`src/rtl/memory_access_stage.sv`:
```
// memory_access_stage: pipeline M stage. Issues loads/stores to data memory over a
// req/ready handshake, stalls upstream while an access is outstanding, and registers
// the write-back bundle. TIMEOUT (0 = off) aborts an access that never gets ready.
// Optional feature: define MEM_MISALIGN_CHECK_EN to reject misaligned half/word
// accesses in IDLE (flagged on MisalignW) instead of issuing them.
`ifndef WORD_SIZE
`define WORD_SIZE 32
`endif

module memory_access_stage #(
    parameter int unsigned DW      = `WORD_SIZE,
    parameter int unsigned TIMEOUT = 16
) (
    input  logic          clk,
    input  logic          rst,
    input  logic          ValidM,
    input  logic [DW-1:0] ALUResultM,
    input  logic [DW-1:0] WriteDataM,
    input  logic [DW-1:0] PCPlus4M,
    input  logic [4:0]    RdM,
    input  logic          RegWriteM,
    input  logic          MemWriteM,
    input  logic [1:0]    ResultSrcM,
    input  logic [2:0]    Funct3M,
    output logic          StallM,
    output logic          dmem_req,
    output logic          dmem_we,
    output logic [DW-1:0] dmem_addr,
    output logic [DW-1:0] dmem_wdata,
    output logic [3:0]    dmem_be,
    input  logic [DW-1:0] dmem_rdata,
    input  logic          dmem_ready,
    output logic          ValidW,
    output logic [DW-1:0] ALUResultW,
    output logic [DW-1:0] ReadDataW,
    output logic [DW-1:0] PCPlus4W,
    output logic [4:0]    RdW,
    output logic          RegWriteW,
    output logic [1:0]    ResultSrcW,
    output logic          BusErrW,
    output logic          MisalignW
);

    localparam int unsigned CW = (TIMEOUT > 1) ? $clog2(TIMEOUT) : 1;
    localparam logic [CW-1:0] CNT_LAST = CW'((TIMEOUT == 0) ? 0 : TIMEOUT - 1);

    typedef enum logic {
        S_IDLE   = 1'b0,
        S_ACCESS = 1'b1
    } state_e;

    state_e state_q, state_d;

    // Latched access fields (valid while in ACCESS)
    logic [CW-1:0] cnt_q, cnt_d;
    logic [DW-1:0] addr_q, addr_d;
    logic [DW-1:0] wdata_q, wdata_d;
    logic [DW-1:0] pc_q, pc_d;
    logic [4:0]    rd_q, rd_d;
    logic          regwrite_q, regwrite_d;
    logic [1:0]    resultsrc_q, resultsrc_d;
    logic [2:0]    funct3_q, funct3_d;
    logic          we_q, we_d;
    logic [3:0]    be_q, be_d;
    logic          req_q, req_d;

    // Write-back bundle registers
    logic          valid_w_q, valid_w_d;
    logic [DW-1:0] alu_w_q, alu_w_d;
    logic [DW-1:0] read_w_q, read_w_d;
    logic [DW-1:0] pc_w_q, pc_w_d;
    logic [4:0]    rd_w_q, rd_w_d;
    logic          regwrite_w_q, regwrite_w_d;
    logic [1:0]    resultsrc_w_q, resultsrc_w_d;
    logic          buserr_w_q, buserr_w_d;
    logic          misalign_w_q, misalign_w_d;

    // Decoded M-stage helpers
    logic          memop_c;
    logic          misalign_c;
    logic [3:0]    be_c;
    logic [DW-1:0] wdata_c;

    // Load lane extraction helpers
    logic [7:0]    byte_c;
    logic [15:0]   half_c;
    logic [DW-1:0] load_c;

    // Decode the incoming M bundle: memop, byte enables, replicated store data, alignment
    always_comb begin
        memop_c = ValidM && (MemWriteM || (ResultSrcM == 2'b01));
        be_c    = 4'b1111;
        wdata_c = WriteDataM;
        case (Funct3M[1:0])
            2'b00: begin
                be_c    = 4'b0001 << ALUResultM[1:0];
                wdata_c = {(DW/8){WriteDataM[7:0]}};
            end
            2'b01: begin
                be_c    = 4'b0011 << {ALUResultM[1], 1'b0};
                wdata_c = {(DW/16){WriteDataM[15:0]}};
            end
            default: begin
                be_c    = 4'b1111;
                wdata_c = WriteDataM;
            end
        endcase
`ifdef MEM_MISALIGN_CHECK_EN
        case (Funct3M[1:0])
            2'b01:   misalign_c = ALUResultM[0];
            2'b10:   misalign_c = |ALUResultM[1:0];
            default: misalign_c = 1'b0;
        endcase
`else
        misalign_c = 1'b0;
`endif
    end

    // Select and extend the load lane from returned memory data
    always_comb begin
        case (addr_q[1:0])
            2'b01:   byte_c = dmem_rdata[15:8];
            2'b10:   byte_c = dmem_rdata[23:16];
            2'b11:   byte_c = dmem_rdata[31:24];
            default: byte_c = dmem_rdata[7:0];
        endcase
        half_c = addr_q[1] ? dmem_rdata[31:16] : dmem_rdata[15:0];
        load_c = dmem_rdata;
        case (funct3_q)
            3'b000:  load_c = {{(DW-8){byte_c[7]}}, byte_c};
            3'b001:  load_c = {{(DW-16){half_c[15]}}, half_c};
            3'b100:  load_c = {{(DW-8){1'b0}}, byte_c};
            3'b101:  load_c = {{(DW-16){1'b0}}, half_c};
            default: load_c = dmem_rdata;
        endcase
    end

    // Next-state and next-output logic for the IDLE/ACCESS controller
    always_comb begin
        state_d       = state_q;
        cnt_d         = cnt_q;
        addr_d        = addr_q;
        wdata_d       = wdata_q;
        pc_d          = pc_q;
        rd_d          = rd_q;
        regwrite_d    = regwrite_q;
        resultsrc_d   = resultsrc_q;
        funct3_d      = funct3_q;
        we_d          = we_q;
        be_d          = be_q;
        valid_w_d     = 1'b0;
        regwrite_w_d  = 1'b0;
        buserr_w_d    = 1'b0;
        misalign_w_d  = 1'b0;
        alu_w_d       = alu_w_q;
        read_w_d      = read_w_q;
        pc_w_d        = pc_w_q;
        rd_w_d        = rd_w_q;
        resultsrc_w_d = resultsrc_w_q;

        case (state_q)
            S_IDLE: begin
                if (memop_c) begin
                    if (misalign_c) begin
                        valid_w_d     = 1'b1;
                        misalign_w_d  = 1'b1;
                        alu_w_d       = ALUResultM;
                        read_w_d      = '0;
                        pc_w_d        = PCPlus4M;
                        rd_w_d        = RdM;
                        resultsrc_w_d = ResultSrcM;
                    end else begin
                        addr_d      = ALUResultM;
                        wdata_d     = wdata_c;
                        pc_d        = PCPlus4M;
                        rd_d        = RdM;
                        regwrite_d  = RegWriteM;
                        resultsrc_d = ResultSrcM;
                        funct3_d    = Funct3M;
                        we_d        = MemWriteM;
                        be_d        = be_c;
                        cnt_d       = '0;
                        state_d     = S_ACCESS;
                    end
                end else if (ValidM) begin
                    valid_w_d     = 1'b1;
                    regwrite_w_d  = RegWriteM;
                    alu_w_d       = ALUResultM;
                    read_w_d      = '0;
                    pc_w_d        = PCPlus4M;
                    rd_w_d        = RdM;
                    resultsrc_w_d = ResultSrcM;
                end
            end
            S_ACCESS: begin
                if (dmem_ready) begin
                    valid_w_d     = 1'b1;
                    regwrite_w_d  = regwrite_q;
                    alu_w_d       = addr_q;
                    read_w_d      = we_q ? '0 : load_c;
                    pc_w_d        = pc_q;
                    rd_w_d        = rd_q;
                    resultsrc_w_d = resultsrc_q;
                    we_d          = 1'b0;
                    be_d          = 4'b0000;
                    state_d       = S_IDLE;
                end else if ((TIMEOUT != 0) && (cnt_q == CNT_LAST)) begin
                    // Hung access: retire as a bus error that never writes the register file
                    valid_w_d     = 1'b1;
                    buserr_w_d    = 1'b1;
                    alu_w_d       = addr_q;
                    read_w_d      = '0;
                    pc_w_d        = pc_q;
                    rd_w_d        = rd_q;
                    resultsrc_w_d = resultsrc_q;
                    we_d          = 1'b0;
                    be_d          = 4'b0000;
                    state_d       = S_IDLE;
                end else begin
                    cnt_d = cnt_q + CW'(1);
                end
            end
            default: state_d = S_IDLE;
        endcase

        req_d = (state_d == S_ACCESS);
    end

    // State register
    always_ff @(posedge clk or negedge rst) begin
        if (!rst) begin
            state_q <= S_IDLE;
        end else begin
            state_q <= state_d;
        end
    end

    // Latched access fields and write-back bundle registers
    always_ff @(posedge clk or negedge rst) begin
        if (!rst) begin
            cnt_q         <= '0;
            addr_q        <= '0;
            wdata_q       <= '0;
            pc_q          <= '0;
            rd_q          <= '0;
            regwrite_q    <= 1'b0;
            resultsrc_q   <= '0;
            funct3_q      <= '0;
            we_q          <= 1'b0;
            be_q          <= '0;
            req_q         <= 1'b0;
            valid_w_q     <= 1'b0;
            alu_w_q       <= '0;
            read_w_q      <= '0;
            pc_w_q        <= '0;
            rd_w_q        <= '0;
            regwrite_w_q  <= 1'b0;
            resultsrc_w_q <= '0;
            buserr_w_q    <= 1'b0;
            misalign_w_q  <= 1'b0;
        end else begin
            cnt_q         <= cnt_d;
            addr_q        <= addr_d;
            wdata_q       <= wdata_d;
            pc_q          <= pc_d;
            rd_q          <= rd_d;
            regwrite_q    <= regwrite_d;
            resultsrc_q   <= resultsrc_d;
            funct3_q      <= funct3_d;
            we_q          <= we_d;
            be_q          <= be_d;
            req_q         <= req_d;
            valid_w_q     <= valid_w_d;
            alu_w_q       <= alu_w_d;
            read_w_q      <= read_w_d;
            pc_w_q        <= pc_w_d;
            rd_w_q        <= rd_w_d;
            regwrite_w_q  <= regwrite_w_d;
            resultsrc_w_q <= resultsrc_w_d;
            buserr_w_q    <= buserr_w_d;
            misalign_w_q  <= misalign_w_d;
        end
    end

    assign StallM     = req_q;
    assign dmem_req   = req_q;
    assign dmem_we    = we_q;
    assign dmem_be    = be_q;
    assign dmem_addr  = {addr_q[DW-1:2], 2'b00};
    assign dmem_wdata = wdata_q;

    assign ValidW     = valid_w_q;
    assign ALUResultW = alu_w_q;
    assign ReadDataW  = read_w_q;
    assign PCPlus4W   = pc_w_q;
    assign RdW        = rd_w_q;
    assign RegWriteW  = regwrite_w_q;
    assign ResultSrcW = resultsrc_w_q;
    assign BusErrW    = buserr_w_q;
    assign MisalignW  = misalign_w_q;

endmodule
```
`config.mk`:
```
export PLATFORM = sky130hd
export DESIGN_NAME = memory_access_stage
export DESIGN_NICKNAME = d
export VERILOG_FILES = /design/src/rtl/memory_access_stage.sv
export SDC_FILE = /design/constraint.sdc
export NUM_CORES = 1
export LEC_CHECK = 0
export ABC_AREA = 1
export BUFFER_PORTS_ARGS = -buffer_cell sky130_fd_sc_hd__buf_2
export CORE_MARGIN = 1
export CORE_UTILIZATION = 47
export DETAILED_ROUTE_END_ITERATION = 8
export PLACE_DENSITY = 0.77
export RECOVER_POWER = 100
export SETUP_SLACK_MARGIN = 0.5
export SLEW_MARGIN = 20
export SYNTH_ARGS = -nofsm -noshare
export SYNTH_HDL_FRONTEND = slang
export SYNTH_SLANG_ARGS = --single-unit
```
`constraint.sdc`:
```
create_clock -name clk -period 1.45 [get_ports clk]
set_clock_uncertainty 0.15 [all_clocks]
set_input_delay 0.0725 -clock clk [delete_from_list [all_inputs] [get_ports clk]]
set_output_delay 0.0725 -clock clk [all_outputs]
set_load 0.1 [all_outputs]
```
==> flow_summary.yaml, run 1 <==
status:
  outcome: "stopped before the end"
  haltStage: "5_1_grt"
  error: "[ERROR GRT-0232] Routing congestion too high. Check the congestion heatmap in the GUI."
floorplan:
  die_h_um: 152
  die_w_um: 152
  io-pin-count: 322
  rows: 54
  start_util_pct: 48.1
clocking:
  cts_max_level: 1
  cts.sinks: 223
  cts_buffers: 25
  clockBufferDepth: 3
  root_buffer: "clkbuf_16"
sta:
  worst_endpoint_kind: "top-level output"
  crit_endpoint: "StallM"
global_route:
  grt_overflow: 5
  grt_max_degree: 79
  grtUsageTotal_pct: 66.3
logic_synthesis:
  synth_seq_cells: 223
  syn_inst: 1349
  yosys_warnings: 0
  netlist_area_um2: 10500
  yosysUniqueCellTypes: 29
  syn_avg_cell_area_um2: 7.81
  yosysSeqAreaShare_pct: 53.0
placement:
  dp.cells: 1899
  gp_congestion: 0.954
  portBuffers: 318
  dp_slack_ns: -0.183
  dp_hpwl_um: 20800
-- kinds of logic after synthesis --
logic type / Yosys count / share of synthesized area (%)
adder cells (fa/ha/maj): 1 / 0.119
buffers and inverters: 217 / 10.7
other: 1 / 0.0356
AND/OR/NAND/NOR: 674 / 24.9
AO/OA/AOI/OAI: 233 / 11.3
flip-flops: 223 / 53.0
-- per-stage QoR --
stage | utilization [%] | cell area, um^2
after global placement | 58.0 | 12700
after detailed placement | 58.0 | 12700
after floorplan | - | 10800
after CTS | 82.4 | 18000
-- synth_stat cells, drive strengths merged --
master	count	area, um^2
a21oi	38	194
a31oi	1	6.26
and3	1	6.26
buf	85	626
clkbuf	22	83.8
clkinv	2	7.51
conb	1	3.75
dfrtp	223	5580
ha	1	12.5
inv	108	405
nand2	578	2190
nand3	30	163
nand3b	1	7.51
nor2	59	229
nor3	1	5.00
o21ai	193	977
o21bai	1	11.3
or2	4	25.0
-- per-layer routing --
metal	overflow	global-route usage [%]
met2	2	88.3
met3	0	45.7
met1	0	65.7
met5	0	12.3
met4	3	65.9
-- timing repair --
item                       CTS
hold endpoints to repair   441
buffers inserted            40
cloned                      15
setup endpoints to repair  398
pin swaps                   14
hold buffers               143
resized for setup          641
==> run 2, diff against run 1 <==
--- a/config.mk
+++ b/config.mk
@@ -8,11 +8,10 @@
 export ABC_AREA = 1
 export BUFFER_PORTS_ARGS = -buffer_cell sky130_fd_sc_hd__buf_2
 export CORE_MARGIN = 1
-export CORE_UTILIZATION = 47
+export CORE_UTILIZATION = 40
 export DETAILED_ROUTE_END_ITERATION = 8
-export PLACE_DENSITY = 0.77
+export PLACE_DENSITY_LB_ADDON = 0.15
 export RECOVER_POWER = 100
-export SETUP_SLACK_MARGIN = 0.5
 export SLEW_MARGIN = 20
 export SYNTH_ARGS = -nofsm -noshare
 export SYNTH_HDL_FRONTEND = slang
==> constraint.sdc (replaced) <==
create_clock -name clk -period 1.89 [get_ports clk]
set_clock_uncertainty 0.15 [all_clocks]
set_input_delay 0.0945 -clock clk [delete_from_list [all_inputs] [get_ports clk]]
set_output_delay 0.0945 -clock clk [all_outputs]
set_load 0.1 [all_outputs]
==> run 2 against run 1 <==
The run now ends clean. Area after synthesis is the same. Synthesized cell count unchanged.
==> flow_summary.yaml, run 2 <==
worst_setup_path:
  cp_num_cells: 8
  worstSetupPathType: "in -> reg"
  cp_cell_sequence: "dlygate4sd3_1, buf_2, clkinvlp_2, nand3_1, nand2_1, a21oi_1, dlygate4sd3_1, o21ai_0"
  endpoint_kind: "register"
  required_ns: 2.12
  reg2reg_depth: 6
  start_kind: "input pin"
  cpMaxStageDelayCell: "dlygate4sd3_1"
  worstPathMaxFanout: 6
  cpMostUsedCell: "dlygate4sd3_1"
  crit_arrival_ns: 2.11
  cpPeakStageDelay_ns: 0.56
  critPathTopFamily: "buffers and inverters"
  cp_num_buf_inv: 4
placement:
  portBuffers: 318
  placed_area_um2: 12200
  gp_congestion: 0.842
  dp_slack_ns: 0.104
  dp_hpwl_um: 20400
  dp.cells: 1929
global_route:
  antenna_found_initial: 1
  grt_overflow: 0
  grt_pass1_vias: 9461
  grt_first_pass_wirelength_um: 48400
  grtUsageTotal_pct: 22.7
  grt_max_degree: 67
logic_synthesis:
  synth_top_family_by_area: "simple AND/OR/NAND/NOR gates"
  synth_simple_gate_area_share_pct: 24.9
  syn_inst: 1349
  synth_seq_cells: 223
  yosysUniqueCellTypes: 29
  synth_xor_area_share_pct: 0
  synth_top_area_cell: "dfrtp_1"
  async_flop_share_pct: 100
  synth.area.top_cells: "dfrtp_1 (53%), nand2_1 (20%), o21ai_0 (9.0%)"
  netlist_area_um2: 10500
  synth_compound_area_share_pct: 11.3
  yosysSeqAreaShare_pct: 53.0
  synthTopCellsByCount: "nand2_1 (573), dfrtp_1 (223), o21ai_0 (190)"
  netlist.area_leader.share_pct: 53.0
  synth_flop_cell: "dfrtp_1"
  synthMuxAreaShare_pct: 0
  yosys_warnings: 0
  synth_most_common_cell: "nand2_1"
  synth-adder-area-share_pct: 0.119
  syn_avg_cell_area_um2: 7.81
  synth_edf_count: 0
sta:
  period_share_pct: 99.5
  fin_ws_ns: 0.00886
  fmaxAchievable_mhz: 532
  worst_pin_slew_ns: 0.746
  rsz0062_at_grt: "true"
  maxSlewViolCount: 0
  tns_ns: 0
  finalSetupViolCount: 0
  holdWs_ns: 0.110
  hold_viol: 0
  min_period_ns: 1.88
  maxSlewHeadroom_pct: 50.3
floorplan:
  fp.dieArea_um2: 27000
  start_util_pct: 40.7
  io-pin-count: 322
  core_um2: 25900
  die_h_um: 164
  rows: 59
  die_w_um: 164
routing:
  via_per_inst: 4.70
  wl_per_cell_um: 14.7
  vias: 10048
  firstDrtPassIters: 5
  drc_errors: 0
  drt_iter0_markers: 774
  antenna_left: 0
  wirelength_um: 31400
pwr:
  vdd.ir_drop.worst_uv: 1200
  leakagePower_nw: 8.04
  p_clk_share_pct: 19.9
  pwr_density_cell_nw_per_um2: 1590
  finalPower_mw: 23.2
  intPower_mw: 10.6
  p_seq_share_pct: 29.2
  p_comb_share_pct: 50.9
  switching_share_pct: 54.5
  p_sw_mw: 12.7
clocking:
  cts_tree: "built"
  cts_buffers: 25
  clkTransAtPathRegs_ns: 0.06
  clock_latency_ns: 0.52
  root_buffer: "clkbuf_16"
  clockBufferDepth: 3
  cts_max_level: 1
  cts.sinks: 223
status:
  outcome: "completed"
finish:
  final_common_cell: "nand2_1"
  utilization_pct: 56.5
  final_nets: 1932
  num_antenna_cells: 0
  syn2layout_area_growth_pct: 38.9
  fin_cells: 2138
  fillers: 2402
  final_cell_mix: "nand2_1 (573), dfrtp_1 (222), o21ai_0 (190)"
  fin_area_um2: 14600
  drive_above_1_share_pct: 23.1
hold_path:
  whs_path_depth: 6
  min_path_type: "in -> reg"
job:
  drv_cap: 0
## run 2: path summary, 6_finish.rpt
path | startpoint | end | slack, ns
worst max-delay path | Funct3M[1] | dmem_wdata[8] | 0.009
worst min-delay path | ValidM | StallM | 0.11
worst max register to register | StallM | RegWriteW | 0.14
worst min register to register | PCPlus4W[4] | PCPlus4W[4] | 0.32
max in group asynchronous | rst | StallM | 0.17
min in group asynchronous | rst | ReadDataW[31] | 0.61
## run 2: cell families after synthesis
kind of cell,Yosys count
adder cells (fa/ha/maj),1
AO/OA/AOI/OAI,233
AND/OR/NAND/NOR,674
other,1
buffers and inverters,217
flip-flops,223
## run 2: power groups by stage
stage | sequential [mW] | clock, mW | combinational [mW]
floorplan | 13.0 | 0 | 3.41
global placement | 6.78 | 0 | 11.5
detailed placement | 6.80 | 0 | 11.6
CTS | 6.74 | 4.75 | 11.9
global route | 6.94 | 4.94 | 12.4
finish | 6.79 | 4.62 | 11.8
## run 2: what timing repair did
| action | 4_1_cts | 5_1_grt |
|---|---|---|
| buffers inserted | 0 | 5 |
| hold endpoints to repair | 442 | 0 |
| gates resized for setup | 0 | 7 |
| hold buffers | 160 | 0 |
| endpoints found under the setup margin | 0 | 30 |
## run 2: layout make-up
class                           count  area [um^2]  share of cell area [%]
Sequential cell                   223         5580                    38.1
Multi-Input combinational cell    911         3850                    26.3
Timing Repair Buffer              515         3590                    24.6
Clock buffer                       33          676                    4.62
Tap cell                          335          419                    2.86
Inverter                          110          418                    2.85
Clock inverter                     10         91.3                   0.624
Timing Repair inverter              1         5.00                  0.0342
## run 2: tightest hold or removal path, stage by stage
cell      delay [ns]
buf_2           0.10
inv_1           0.04
nor2_1          0.04
clkbuf_1        0.11
nand2_4         0.12
nand2_1         0.17
## run 2: metal layers
layer	vias to the layer above	part of all wire, %	track usage, %
met5	-	0.041	0
met4	2	2.0	5.68
met3	47	6.7	4.87
met2	340	48	39.0
met1	4641	43	28.8
li1	5018	-	-
No activity file was read; power rests on OpenSTA's default activity.
==> run 3, diff against run 2 <==
==> constraint.sdc (replaced) <==
create_clock -name clk -period 2.4 [get_ports clk]
set_clock_uncertainty 0.15 [all_clocks]
set_input_delay 0.12 -clock clk [delete_from_list [all_inputs] [get_ports clk]]
set_output_delay 0.12 -clock clk [all_outputs]
set_load 0.1 [all_outputs]
==> run 3 against run 2 <==
Final area shrank 2.0%. Sequential power shrank 21%. Critical endpoint is now ReadDataW[2]. Setup slack gained 0.13 ns. Clock-buffer cell count grew 3. Flip-flop and latch count is the same. Core utilization shrank 1.1 points. Critical path depth shrank 1.
==> flow_summary.yaml, run 3 (synthesized netlist as in run 2, its figures left out) <==
worst_setup_path:
  r2r_start: "addr_q[0]"
  start_kind: "register"
  cpMaxStageDelayCell: "dlygate4sd3_1"
  reg2reg_depth: 7
  cp_num_buf_inv: 2
  cp_num_cells: 7
  crit_start: "addr_q[0]"
  endpoint: "ReadDataW[2]"
  required_ns: 2.65
  cpPeakStageDelay_ns: 0.56
  endpoint_kind: "register"
  ff2ff_setup_slack_ns: 0.13
  reg2reg_to: "ReadDataW[2]"
  worstSetupPathType: "reg -> reg"
  crit_arrival_ns: 2.51
  critPathTopFamily: "simple AND/OR/NAND/NOR gates"
  worstPathMaxFanout: 8
  cp_cell_sequence: "inv_1, nor2_2, nor2_1, a21oi_1, nand3_1, dlygate4sd3_1, nand2_1"
clocking:
  root_buffer: "clkbuf_16"
  clock_latency_ns: 0.52
  clockBufferDepth: 3
  cts_max_level: 1
  cts_tree: "built"
  clkTransAtPathRegs_ns: 0.06
  cts.sinks: 223
  cts_buffers: 26
routing:
  wl_per_cell_um: 14.8
  vias: 10091
  drc_errors: 0
  firstDrtPassIters: 9
  wirelength_um: 31500
  antenna_left: 0
  drt_iter0_markers: 859
  via_per_inst: 4.72
floorplan:
  die_w_um: 164
  core_um2: 25900
  io-pin-count: 322
  start_util_pct: 40.7
  rows: 59
  fp.dieArea_um2: 27000
  die_h_um: 164
finish:
  syn2layout_area_growth_pct: 36.2
  fin_area_um2: 14400
  final_common_cell: "nand2_1"
  final_nets: 1927
  final_cell_mix: "nand2_1 (574), dfrtp_1 (222), o21ai_0 (190)"
  drive_above_1_share_pct: 12.6
placement:
  portBuffers: 318
  gp_congestion: 0.846
  placed_area_um2: 12100
  dp_hpwl_um: 20300
hold_path:
  min_path_type: "in -> async"
global_route:
  grtUsageTotal_pct: 23.0
  grt_overflow: 0
  antenna_found_initial: 1
  grt_max_degree: 104
  grt_first_pass_wirelength_um: 49100
  grt_pass1_vias: 9638
sta:
  maxSlewHeadroom_pct: 14.2
  tns_ns: 0
  fmaxAchievable_mhz: 441
  min_period_ns: 2.27
  worst_pin_slew_ns: 1.29
  rsz0062_at_grt: "false"
  maxSlewViolCount: 0
  period_share_pct: 94.4
  finalSetupViolCount: 0
  hold_viol: 0
job:
  drv_cap: 0
pwr:
  pwr_density_cell_nw_per_um2: 1270
  vdd.ir_drop.worst_uv: 1110
  leakagePower_nw: 7.42
status:
  outcome: "completed"
[run 3: changes by cell type in the layout (fill, tap and decap cells not counted), moves of 3 or more]
cell	before	now
clkbuf_2	172	8
buf_2	145	142
buf_12	7	0
dlygate4sd3_1	160	171
clkbuf_8	2	7
clkbuf_1	7	180
clkinv_2	5	8
buf_4	21	7
[run 3: report_power, final]
part,switching [mW],internal [mW]
clock,1.56,2.34
sequential,0.635,4.73
combinational,7.79,1.23
[run 3: cell type report]
class	count	area [um^2]
diodes	1	2.50
clock buffers	36	769
clock inverters	10	81.3
fillers	2506	11600
inverters	110	417
multi-input cells	911	3840
flip-flops and latches	223	5580
well taps	335	419
repair buffers	510	3240
[run 3: layer usage]
metal / vias up / global-route usage (%) / routed length (um) / share of wire, %
li1: 5020 / - / - / -
met1: 4636 / 29.2 / 13500 / 43
met2: 369 / 39.4 / 14900 / 47
met3: 66 / 4.57 / 2210 / 7.0
met4: 0 / 7.24 / 925 / 2.9
met5: - / 0 / 0 / 0
[run 3: what timing repair did]
item / in CTS / in global routing
hold endpoints to repair: 436 / 0
hold buffers: 171 / 0
setup buffers: 0 / 0
cloned: 0 / 0
resized for setup: 1 / 2
setup endpoints to repair: 2 / 6
[run 3: how the worst min path moves through the flow]
stage	startpoint	endpoint	slack (ns)	depth (start not counted)
4_1_cts	Funct3M[1]	dmem_wdata[15]	0.001	3
3_5_place_dp	rst	ALUResultW[19]	0.002	1
6_report	rst	addr_q[11]	0.02	2
5_1_grt	rst	addr_q[16]	0.05	2
2_1_floorplan	rst	ALUResultW[0]	-0.33	0
3_3_place_gp	rst	ALUResultW[19]	-0.001	1
[run 3: stage by stage]
stage / worst slack (ns) / utilization (%) / hold WS (ns) / instances / power [mW]
5_1_grt: 0.0300 / 55.4 / 0.0513 / 2136 / 19.1
3_5_place_dp: 0.467 / 46.6 / 0.00207 / 1918 / 14.4
4_1_cts: 0.129 / 56.6 / 0.00105 / 2135 / 18.6
2_1_floorplan: 0.282 / - / -0.326 / 1351 / 12.9
3_3_place_gp: 0.510 / 46.6 / -0.00141 / 1918 / 14.4
6_report: 0.135 / 55.4 / 0.0151 / 2136 / 18.3
